`src/rtl/alu_issue_stage_if.sv`:
```
// Decode-to-ALU bundle for the issue stage: upstream op/operand inputs, downstream handshake
// and decoded ALU operands. The slave modport is the issue stage's view.
`timescale 1ns/1ps
interface alu_issue_stage_if #(
  parameter int unsigned WIDTH            = 32,
  parameter int unsigned ALUCONTROL_WIDTH = 4
);
  logic                        valid_i;
  logic                        ready_o;
  logic [2:0]                  alu_op_i;
  logic [5:0]                  funct_i;
  logic [4:0]                  shamt_i;
  logic                        alu_src_i;
  logic [WIDTH-1:0]            rs_data_i;
  logic [WIDTH-1:0]            rt_data_i;
  logic [WIDTH-1:0]            imm_i;
  logic                        valid_o;
  logic                        ready_i;
  logic [WIDTH-1:0]            src1_o;
  logic [WIDTH-1:0]            src2_o;
  logic [ALUCONTROL_WIDTH-1:0] alu_control_o;
  logic                        illegal_o;

  modport slave (
    input  valid_i, alu_op_i, funct_i, shamt_i, alu_src_i, rs_data_i, rt_data_i, imm_i,
    input  ready_i,
    output ready_o, valid_o, src1_o, src2_o, alu_control_o, illegal_o
  );

  modport master (
    output valid_i, alu_op_i, funct_i, shamt_i, alu_src_i, rs_data_i, rt_data_i, imm_i,
    output ready_i,
    input  ready_o, valid_o, src1_o, src2_o, alu_control_o, illegal_o
  );
endinterface

```
`src/rtl/alu_issue_stage.sv`:
```
// ID/EX issue stage: decodes ALUOp/funct into an ALU control code, selects operands and
// holds up to two decoded ops in a circular buffer presented to the ALU via valid/ready.
`timescale 1ns/1ps
module alu_issue_stage #(
  parameter int unsigned WIDTH            = 32,
  parameter int unsigned ALUCONTROL_WIDTH = 4,
  parameter int unsigned DEPTH            = 2
) (
  input  logic             clk_i,
  input  logic             rst_i,
  input  logic             flush_i,
  alu_issue_stage_if.slave bus
);

  localparam logic [ALUCONTROL_WIDTH-1:0] CtlAnd  = ALUCONTROL_WIDTH'(4'b0000);
  localparam logic [ALUCONTROL_WIDTH-1:0] CtlOr   = ALUCONTROL_WIDTH'(4'b0001);
  localparam logic [ALUCONTROL_WIDTH-1:0] CtlAdd  = ALUCONTROL_WIDTH'(4'b0010);
  localparam logic [ALUCONTROL_WIDTH-1:0] CtlSub  = ALUCONTROL_WIDTH'(4'b0110);
  localparam logic [ALUCONTROL_WIDTH-1:0] CtlSlt  = ALUCONTROL_WIDTH'(4'b0111);
  localparam logic [ALUCONTROL_WIDTH-1:0] CtlSll  = ALUCONTROL_WIDTH'(4'b1000);
  localparam logic [ALUCONTROL_WIDTH-1:0] CtlIll  = ALUCONTROL_WIDTH'(4'b1111);

  // Decode of the incoming op
  logic [ALUCONTROL_WIDTH-1:0] dec_ctrl;
  logic                        dec_illegal;
  logic                        dec_sll;
  logic [WIDTH-1:0]            dec_src1;
  logic [WIDTH-1:0]            dec_src2;

  always_comb begin
    dec_ctrl    = CtlIll;
    dec_illegal = 1'b1;
    dec_sll     = 1'b0;
    case (bus.alu_op_i)
      3'b000: begin dec_ctrl = CtlAdd; dec_illegal = 1'b0; end
      3'b001: begin dec_ctrl = CtlSub; dec_illegal = 1'b0; end
      3'b010: begin
        dec_illegal = 1'b0;
        case (bus.funct_i)
          6'b100000: dec_ctrl = CtlAdd;
          6'b100010: dec_ctrl = CtlSub;
          6'b100100: dec_ctrl = CtlAnd;
          6'b100101: dec_ctrl = CtlOr;
          6'b101010: dec_ctrl = CtlSlt;
          6'b000000: begin dec_ctrl = CtlSll; dec_sll = 1'b1; end
          default:   begin dec_ctrl = CtlIll; dec_illegal = 1'b1; end
        endcase
      end
      3'b011: begin dec_ctrl = CtlSlt; dec_illegal = 1'b0; end
      3'b100: begin dec_ctrl = CtlOr;  dec_illegal = 1'b0; end
      3'b101: begin dec_ctrl = CtlAnd; dec_illegal = 1'b0; end
      default: begin dec_ctrl = CtlIll; dec_illegal = 1'b1; end
    endcase
  end

  assign dec_src1 = dec_sll ? WIDTH'(bus.shamt_i) : bus.rs_data_i;
  assign dec_src2 = bus.alu_src_i ? bus.imm_i : bus.rt_data_i;

  // Buffer state
  logic [1:0] count_q, count_d;
  logic       wr_ptr_q, wr_ptr_d;
  logic       rd_ptr_q, rd_ptr_d;

  logic [WIDTH-1:0]            src1_q [DEPTH];
  logic [WIDTH-1:0]            src2_q [DEPTH];
  logic [ALUCONTROL_WIDTH-1:0] ctrl_q [DEPTH];
  logic                        ill_q  [DEPTH];

  logic ready;
  logic valid;
  logic accept;
  logic issue;

  // ready depends only on registered occupancy, never on ready_i
  assign ready  = (count_q < 2'd2);
  assign valid  = (count_q != 2'd0);
  assign accept = bus.valid_i & ready;
  assign issue  = valid & bus.ready_i;

  always_comb begin
    count_d  = count_q;
    wr_ptr_d = wr_ptr_q;
    rd_ptr_d = rd_ptr_q;
    if (flush_i) begin
      count_d  = 2'd0;
      wr_ptr_d = 1'b0;
      rd_ptr_d = 1'b0;
    end else begin
      if (accept) wr_ptr_d = ~wr_ptr_q;
      if (issue)  rd_ptr_d = ~rd_ptr_q;
      case ({accept, issue})
        2'b10:   count_d = count_q + 2'd1;
        2'b01:   count_d = count_q - 2'd1;
        default: count_d = count_q;
      endcase
    end
  end

  always_ff @(posedge clk_i or negedge rst_i) begin
    if (!rst_i) begin
      count_q  <= 2'd0;
      wr_ptr_q <= 1'b0;
      rd_ptr_q <= 1'b0;
    end else begin
      count_q  <= count_d;
      wr_ptr_q <= wr_ptr_d;
      rd_ptr_q <= rd_ptr_d;
    end
  end

  // Entries are cleared on reset so the head reads as zero until the first accept
  always_ff @(posedge clk_i or negedge rst_i) begin
    if (!rst_i) begin
      for (int i = 0; i < int'(DEPTH); i++) begin
        src1_q[i] <= '0;
        src2_q[i] <= '0;
        ctrl_q[i] <= '0;
        ill_q[i]  <= 1'b0;
      end
    end else if (accept && !flush_i) begin
      src1_q[wr_ptr_q] <= dec_src1;
      src2_q[wr_ptr_q] <= dec_src2;
      ctrl_q[wr_ptr_q] <= dec_ctrl;
      ill_q[wr_ptr_q]  <= dec_illegal;
    end
  end

  assign bus.ready_o       = ready;
  assign bus.valid_o       = valid;
  assign bus.src1_o        = src1_q[rd_ptr_q];
  assign bus.src2_o        = src2_q[rd_ptr_q];
  assign bus.alu_control_o = ctrl_q[rd_ptr_q];
  assign bus.illegal_o     = ill_q[rd_ptr_q];

endmodule

```
`src/flat_wrapper.sv`:
```
// flat-port wrapper written by rule: the top's interface ports become plain ports
module alu_issue_stage_flat 
#(
  parameter int unsigned WIDTH            = 32,
  parameter int unsigned ALUCONTROL_WIDTH = 4,
  parameter int unsigned DEPTH            = 2
)
  (clk_i, rst_i, flush_i, bus_valid_i, bus_alu_op_i, bus_funct_i, bus_shamt_i, bus_alu_src_i, bus_rs_data_i, bus_rt_data_i, bus_imm_i, bus_ready_i, bus_ready_o, bus_valid_o, bus_src1_o, bus_src2_o, bus_alu_control_o, bus_illegal_o);
  alu_issue_stage_if #(.WIDTH(WIDTH), .ALUCONTROL_WIDTH(ALUCONTROL_WIDTH)) bus_i ();
  input  logic clk_i;
  input  logic rst_i;
  input  logic flush_i;
  input wire logic [$bits(bus_i.valid_i)-1:0] bus_valid_i;
  input wire logic [$bits(bus_i.alu_op_i)-1:0] bus_alu_op_i;
  input wire logic [$bits(bus_i.funct_i)-1:0] bus_funct_i;
  input wire logic [$bits(bus_i.shamt_i)-1:0] bus_shamt_i;
  input wire logic [$bits(bus_i.alu_src_i)-1:0] bus_alu_src_i;
  input wire logic [$bits(bus_i.rs_data_i)-1:0] bus_rs_data_i;
  input wire logic [$bits(bus_i.rt_data_i)-1:0] bus_rt_data_i;
  input wire logic [$bits(bus_i.imm_i)-1:0] bus_imm_i;
  input wire logic [$bits(bus_i.ready_i)-1:0] bus_ready_i;
  output wire logic [$bits(bus_i.ready_o)-1:0] bus_ready_o;
  output wire logic [$bits(bus_i.valid_o)-1:0] bus_valid_o;
  output wire logic [$bits(bus_i.src1_o)-1:0] bus_src1_o;
  output wire logic [$bits(bus_i.src2_o)-1:0] bus_src2_o;
  output wire logic [$bits(bus_i.alu_control_o)-1:0] bus_alu_control_o;
  output wire logic [$bits(bus_i.illegal_o)-1:0] bus_illegal_o;
  assign bus_i.valid_i = bus_valid_i;
  assign bus_i.alu_op_i = bus_alu_op_i;
  assign bus_i.funct_i = bus_funct_i;
  assign bus_i.shamt_i = bus_shamt_i;
  assign bus_i.alu_src_i = bus_alu_src_i;
  assign bus_i.rs_data_i = bus_rs_data_i;
  assign bus_i.rt_data_i = bus_rt_data_i;
  assign bus_i.imm_i = bus_imm_i;
  assign bus_i.ready_i = bus_ready_i;
  assign bus_ready_o = bus_i.ready_o;
  assign bus_valid_o = bus_i.valid_o;
  assign bus_src1_o = bus_i.src1_o;
  assign bus_src2_o = bus_i.src2_o;
  assign bus_alu_control_o = bus_i.alu_control_o;
  assign bus_illegal_o = bus_i.illegal_o;
  alu_issue_stage #(.WIDTH(WIDTH), .ALUCONTROL_WIDTH(ALUCONTROL_WIDTH), .DEPTH(DEPTH)) u_core (.clk_i(clk_i), .rst_i(rst_i), .flush_i(flush_i), .bus(bus_i));
endmodule
```
`config.mk`:
```
export PLATFORM = sky130hd
export DESIGN_NAME = alu_issue_stage_flat
export DESIGN_NICKNAME = d
export VERILOG_FILES = /design/src/rtl/alu_issue_stage_if.sv /design/src/rtl/alu_issue_stage.sv /design/src/flat_wrapper.sv
export SDC_FILE = /design/constraint.sdc
export NUM_CORES = 1
export LEC_CHECK = 0
export BUFFER_PORTS_ARGS = -buffer_cell sky130_fd_sc_hd__buf_2
export CORE_MARGIN = 1
export CORE_UTILIZATION = 52
export CTS_CLUSTER_SIZE = 30
export DETAILED_ROUTE_END_ITERATION = 16
export PLACE_DENSITY_LB_ADDON = 0.25
export SYNTH_ARGS = -nofsm -noshare
export SYNTH_HDL_FRONTEND = slang
export SYNTH_SLANG_ARGS = --single-unit
```
`constraint.sdc`:
```
create_clock -name clk_i -period 1.95 [get_ports clk_i]
set_input_delay 0.39 -clock clk_i [delete_from_list [all_inputs] [get_ports clk_i]]
set_output_delay 0.39 -clock clk_i [all_outputs]
set_load 0.05 [all_outputs]
```
# [After elaboration in Yosys (flattened, before gate mapping)]
# Cells that the tools add are included.
[word_totals] reg_bits=142 in_bits=116 output_inout_bits=71 wordCells=82
[classes] n_addsub=2 magnitude_cmp=4 n_eq_ne=12 mux=36 n_bitwise=6 reduce_logical=11
[op_table] op="$mux 32" count=9
[op_table] op="$bwmux 64" count=2
[op_table] op="$pmux 4 s6" count=2
[op_table] op="$demux 32 s1" count=1
[op_table] op="$eq 6x6->1 const B" count=5
[op_table] op="$mux 4" count=4
[op_table] op="$mux 1" count=11
[op_table] op="$bwmux 8" count=1
[op_table] op="$eq 3x2->1 const B" count=2
[op_table] op="$eq 3x3->1 const B" count=2
[op_table] op="$logic_not 6->1" count=1
[op_table] op="$reduce_bool 2->1" count=3
[op_table] op="$reduce_or 6->1" count=1
[op_table] op="$reduce_or 5->1" count=1
[op_table] op="$demux 4 s1" count=1
[op_table] op="$ge 2x2->1 const B" count=2
[op_table] op="$not 1->2" count=2
[op_table] op="$pmux 2 s2" count=1
[op_table] op="$eq 3x1->1 const B" count=1
[op_table] op="$logic_not 3->1" count=1
[op_table] op="$reduce_bool 3->1" count=1
[op_table] op="$add 2x1->2 const B" count=1
[op_table] op="$and 1x1->1" count=2
[op_table] op="$bwmux 2" count=1
[op_table] op="other kinds (11)" count=13

# [Longest topological paths before layout]
[logic_depth] depth_word=6 depth_mapped=8 depth_no_buf=5

# [Least setup slack after synthesis]
# OpenSTA, ideal clock, no wires.
[synth_path] path_kind="register -> output" startpoint="reg u_core.rd_ptr_q" endpoint="out bus_src1_o[22]" t_arrival_ps=1350 required_time_ps=1560 setup_slack_ps=210 path_stages_with_launch=4 n_path_buf=2 path_cell_list="dfrtp_1 clkbuf_1 clkbuf_1 mux2_2"
[synth_between] elab_chain_cells=4
[synth_lines] element="from (decl)" line_no="alu_issue_stage.sv:62" rtl="logic rd_ptr_q, rd_ptr_d;"
[synth_lines] element="from (signal assigned)" line_no="alu_issue_stage.sv:107" rtl="rd_ptr_q <= rd_ptr_d;"
[synth_lines] element="$not 1->2 (implied by the code)" line_no="alu_issue_stage.sv:130" rtl="assign bus.src1_o = src1_q[rd_ptr_q];"
[synth_lines] element="$mux 32 (implied by the code) (3 in series)" line_no="alu_issue_stage.sv:130"
[synth_lines] element="to (decl)" line_no="flat_wrapper.sv:24" rtl="output wire logic [$bits(bus_i.src1_o)-1:0] bus_src1_o;"
# Every way passes these cells. The select of a mux whose other input is x is not followed.

# [Worst setup path after layout]
[layout_path] startpoint="reg u_core.rd_ptr_q" endpoint="out bus_src2_o[25]"
[layout_between] elab_chain_cells=4
[layout_lines] element="$not 1->2 (implied by the code)" line_no="alu_issue_stage.sv:131" rtl="assign bus.src2_o = src2_q[rd_ptr_q];"
[layout_lines] element="$mux 32 (implied by the code) (3 in series)" line_no="alu_issue_stage.sv:131"
[layout_lines] element="to (decl)" line_no="flat_wrapper.sv:25" rtl="output wire logic [$bits(bus_i.src2_o)-1:0] bus_src2_o;"
# Every way passes these cells. The select of a mux whose other input is x is not followed.

==> results.cfg <==
[status]
outcome = complete, but fails checks
violations = setup timing

[setup_path]
worstSetupStartpointType = flip-flop
worstPathMaxFanout = 9
cp.arrival_ns = 1.63
r2r-start = u_core.count_q[1]
worst_r2r_path_depth = 5
cp-end-kind = output port
ff2ff_setup_slack_ns = 0.22
crit_type = flip-flop to output port
required_ns = 1.56
r2r_end = u_core.src2_q[16]

[pwr]
p_int_mw = 7.302
powerDensity_nw_per_um2 = 1273
p_seq_share_pct = 36.5
power.switching_mw = 4.057
pwr-share-clk_pct = 27.2
combPwrFrac_pct = 36.4
netSwitchingFraction_pct = 35.71
peakVddDrop_mv = 0.7570
finalPower_mw = 11.36
p_leak_nw = 4.435

[place]
post-dp-hpwl_um = 9929
place_area_um2 = 7752
io_buffers = 186
place_inst = 970
place_congestion = 0.7530

[floorplanning]
io-pin-count = 187
die-height_um = 115.3
start_util_pct = 53.10
std_cell_rows = 41
dieWidth_um = 115.3
die_area_um2 = 13290
core_area_um2 = 12570

[final_layout]
fin_area_um2 = 8922
instances_no_fill = 1008
n_antenna_cell = 0
seq_area_um2 = 3555
fin_util_pct = 70.99
syn_to_final_growth_pct = 33.69
multi_input_area_um2 = 2858
nFillCells = 875
drive_gt1_share_pct = 38.76
nets = 941

[yosys]
synthAdderAreaFrac_pct = 0
synth_xor_xnor_area_share_pct = 0.2625
synth_top_family_by_area = multiplexers
synth.most_common_cell = nand2_1
async_reset_ff_share_pct = 100.0
ys_top_cells_by_area = dfrtp_1, mux2_2, nand2_1
synth_edf_count = 0
synth_compound_area_share_pct = 12.52
synth_cell_types = 33
synth.top_cell.area_share_pct = 53.24
yosys.area.top_type = dfrtp_1
synth-simple-area-share_pct = 11.74
ys_seq_elements = 142
synth-main-ff-cell = dfrtp_1
netlist_area_um2 = 6674
syn_avg_cell_area_um2 = 10.30
yosys-top-cells-count = nand2_1, dfrtp_1, mux2_2, o21ai_0, o21ai_1
syn-num-nets = 764
synth_warnings = 0
muxShareOfSynthArea_pct = 17.79
yosysSeqAreaShare_pct = 53.24
syn-instance-count = 648

[global_route]
track_usage_pct = 24.64
antenna_found_initial = 0
grt_pass1_wl_um = 25190
grt_max_degree = 77
first_global_vias = 5392
grt_overflow = 0

[sta]
worst_slew_pin_slew_ns = 0.5233
maxSlewHeadroom_pct = 65.12
skew_ns = 0.005844
setup_viol = 69
rsz0062_at_grt = true
post-route-period-util_pct = 103.5
maxSlewViolCount = 0
period_needed_ns = 2.018
fmax_ghz = 0.4954
hold_viol = 0
whs_ns = 0.2205
setup_ws_ns = -0.06849

[route]
drt-total-wl_um = 15860
drt_iter0_drc = 269
vias_per_cell = 5.322
detail-route-antenna-nets = 0
via_count = 5365
wl_per_cell_um = 15.74
drc = 0
first_pass_iters = 5

[min_path]
hold-path-endpoint = u_core.src1_q[16]
hold_class = input pin to flip-flop
hold_start = bus_rs_data_i[16]
whs_path_depth = 3

[cts]
clock-sinks = 142
cts_max_path_buffers = 2
path_clk_slew_ns = 0.06
numCtsBuffers = 17
root_buffer = clkbuf_16
cts_max_level = 4
cts_tree = done
insertion_delay_ns = 0.41

[job]
drv_cap = 0
## worst max path at each step
stage | from | endpoint | slack [ns] | cells past startpoint
4_1_cts | u_core.rd_ptr_q | bus_src1_o[31] | -0.10 | 4
3_3_place_gp | bus_valid_i | u_core.src1_q[2] | 0.28 | 6
3_5_place_dp | bus_funct_i[0] | u_core.src1_q[34] | 0.21 | 6
6_report | u_core.rd_ptr_q | bus_src2_o[25] | -0.07 | 4
2_1_floorplan | u_core.rd_ptr_q | bus_src1_o[22] | 0.21 | 3
5_1_grt | u_core.rd_ptr_q | bus_src1_o[24] | -0.12 | 4
## power groups by stage
stage | registers [mW] | logic, mW | clock network (mW)
finish | 4.14 | 4.13 | 3.08
global route | 4.23 | 4.41 | 3.27
CTS | 4.12 | 4.09 | 3.12
detailed placement | 4.17 | 3.46 | 0
global placement | 4.10 | 3.37 | 0
floorplan | 4.04 | 2.79 | 0
## flip-flops by register name, summed over array words and instances (netlist names)
name and flops:
u_core.src1_q 64, u_core.src2_q 64, u_core.ctrl_q 8, u_core.count_q 2, u_core.ill_q 2, u_core.rd_ptr_q 1, u_core.wr_ptr_q 1
## routing by layer
metal / vias up / part of all wire [%] / global-route usage (%)
li1: 2577 / - / -
met1: 2627 / 42 / 30.58
met2: 140 / 52 / 42.25
met3: 21 / 4.3 / 5.640
met4: 0 / 1.5 / 8.918
met5: - / 0 / 0
## per-stage QoR
stage / worst slack, ns / setup TNS (ns)
2_1_floorplan: 0.2097 / 0
3_3_place_gp: 0.2757 / 0
3_5_place_dp: 0.2096 / 0
4_1_cts: -0.1048 / -3.599
5_1_grt: -0.1160 / -6.927
6_report: -0.06849 / -3.382
## cell type report
class	count	area share, %
Clock buffer	25	5.778
Clock inverter	5	0.6170
Inverter	5	0.2103
Multi-Input combinational cell	454	32.03
Sequential cell	142	39.84
Tap cell	172	2.412
Timing Repair Buffer	205	19.11
## timing repair
action                                  in CTS  in global routing
hold buffers                                 1                  0
hold endpoints to repair                    40                  0
setup buffers                                3                  0
endpoints found under the setup margin      69                 69
gates resized for setup                    141                  7
gates cloned                                 2                  2
## layout by cell type (no fill, tap or decap), types with 9 or more instances in the layout
cell type,netlist,layout
buf_12,0,9
buf_2,9,116
buf_6,12,71
clkbuf_16,0,19
dfrtp_1,142,141
mux2_2,69,62
mux2i_1,41,41
nand2_1,165,165
nor2_1,11,11
o21ai_0,65,65
o21ai_1,58,58
o21ai_2,14,14
## cells by family (layout without fill, tap and decap cells)
logic type / Yosys count / count (layout)
AOI/OAI and AO/OA: 151 / 151
xor gates and xnor gates: 2 / 2
buffers and inverters: 52 / 240
DFF: 142 / 142
muxes: 110 / 110
and+or+nand+nor: 191 / 191
## critical path: stages (launching register included)
cell and delay, ns:
dfrtp_2 0.41, buf_4 0.16, clkbuf_16 0.17, mux2_4 0.31, buf_6 0.16
Power figures use the tool's default switching activity.
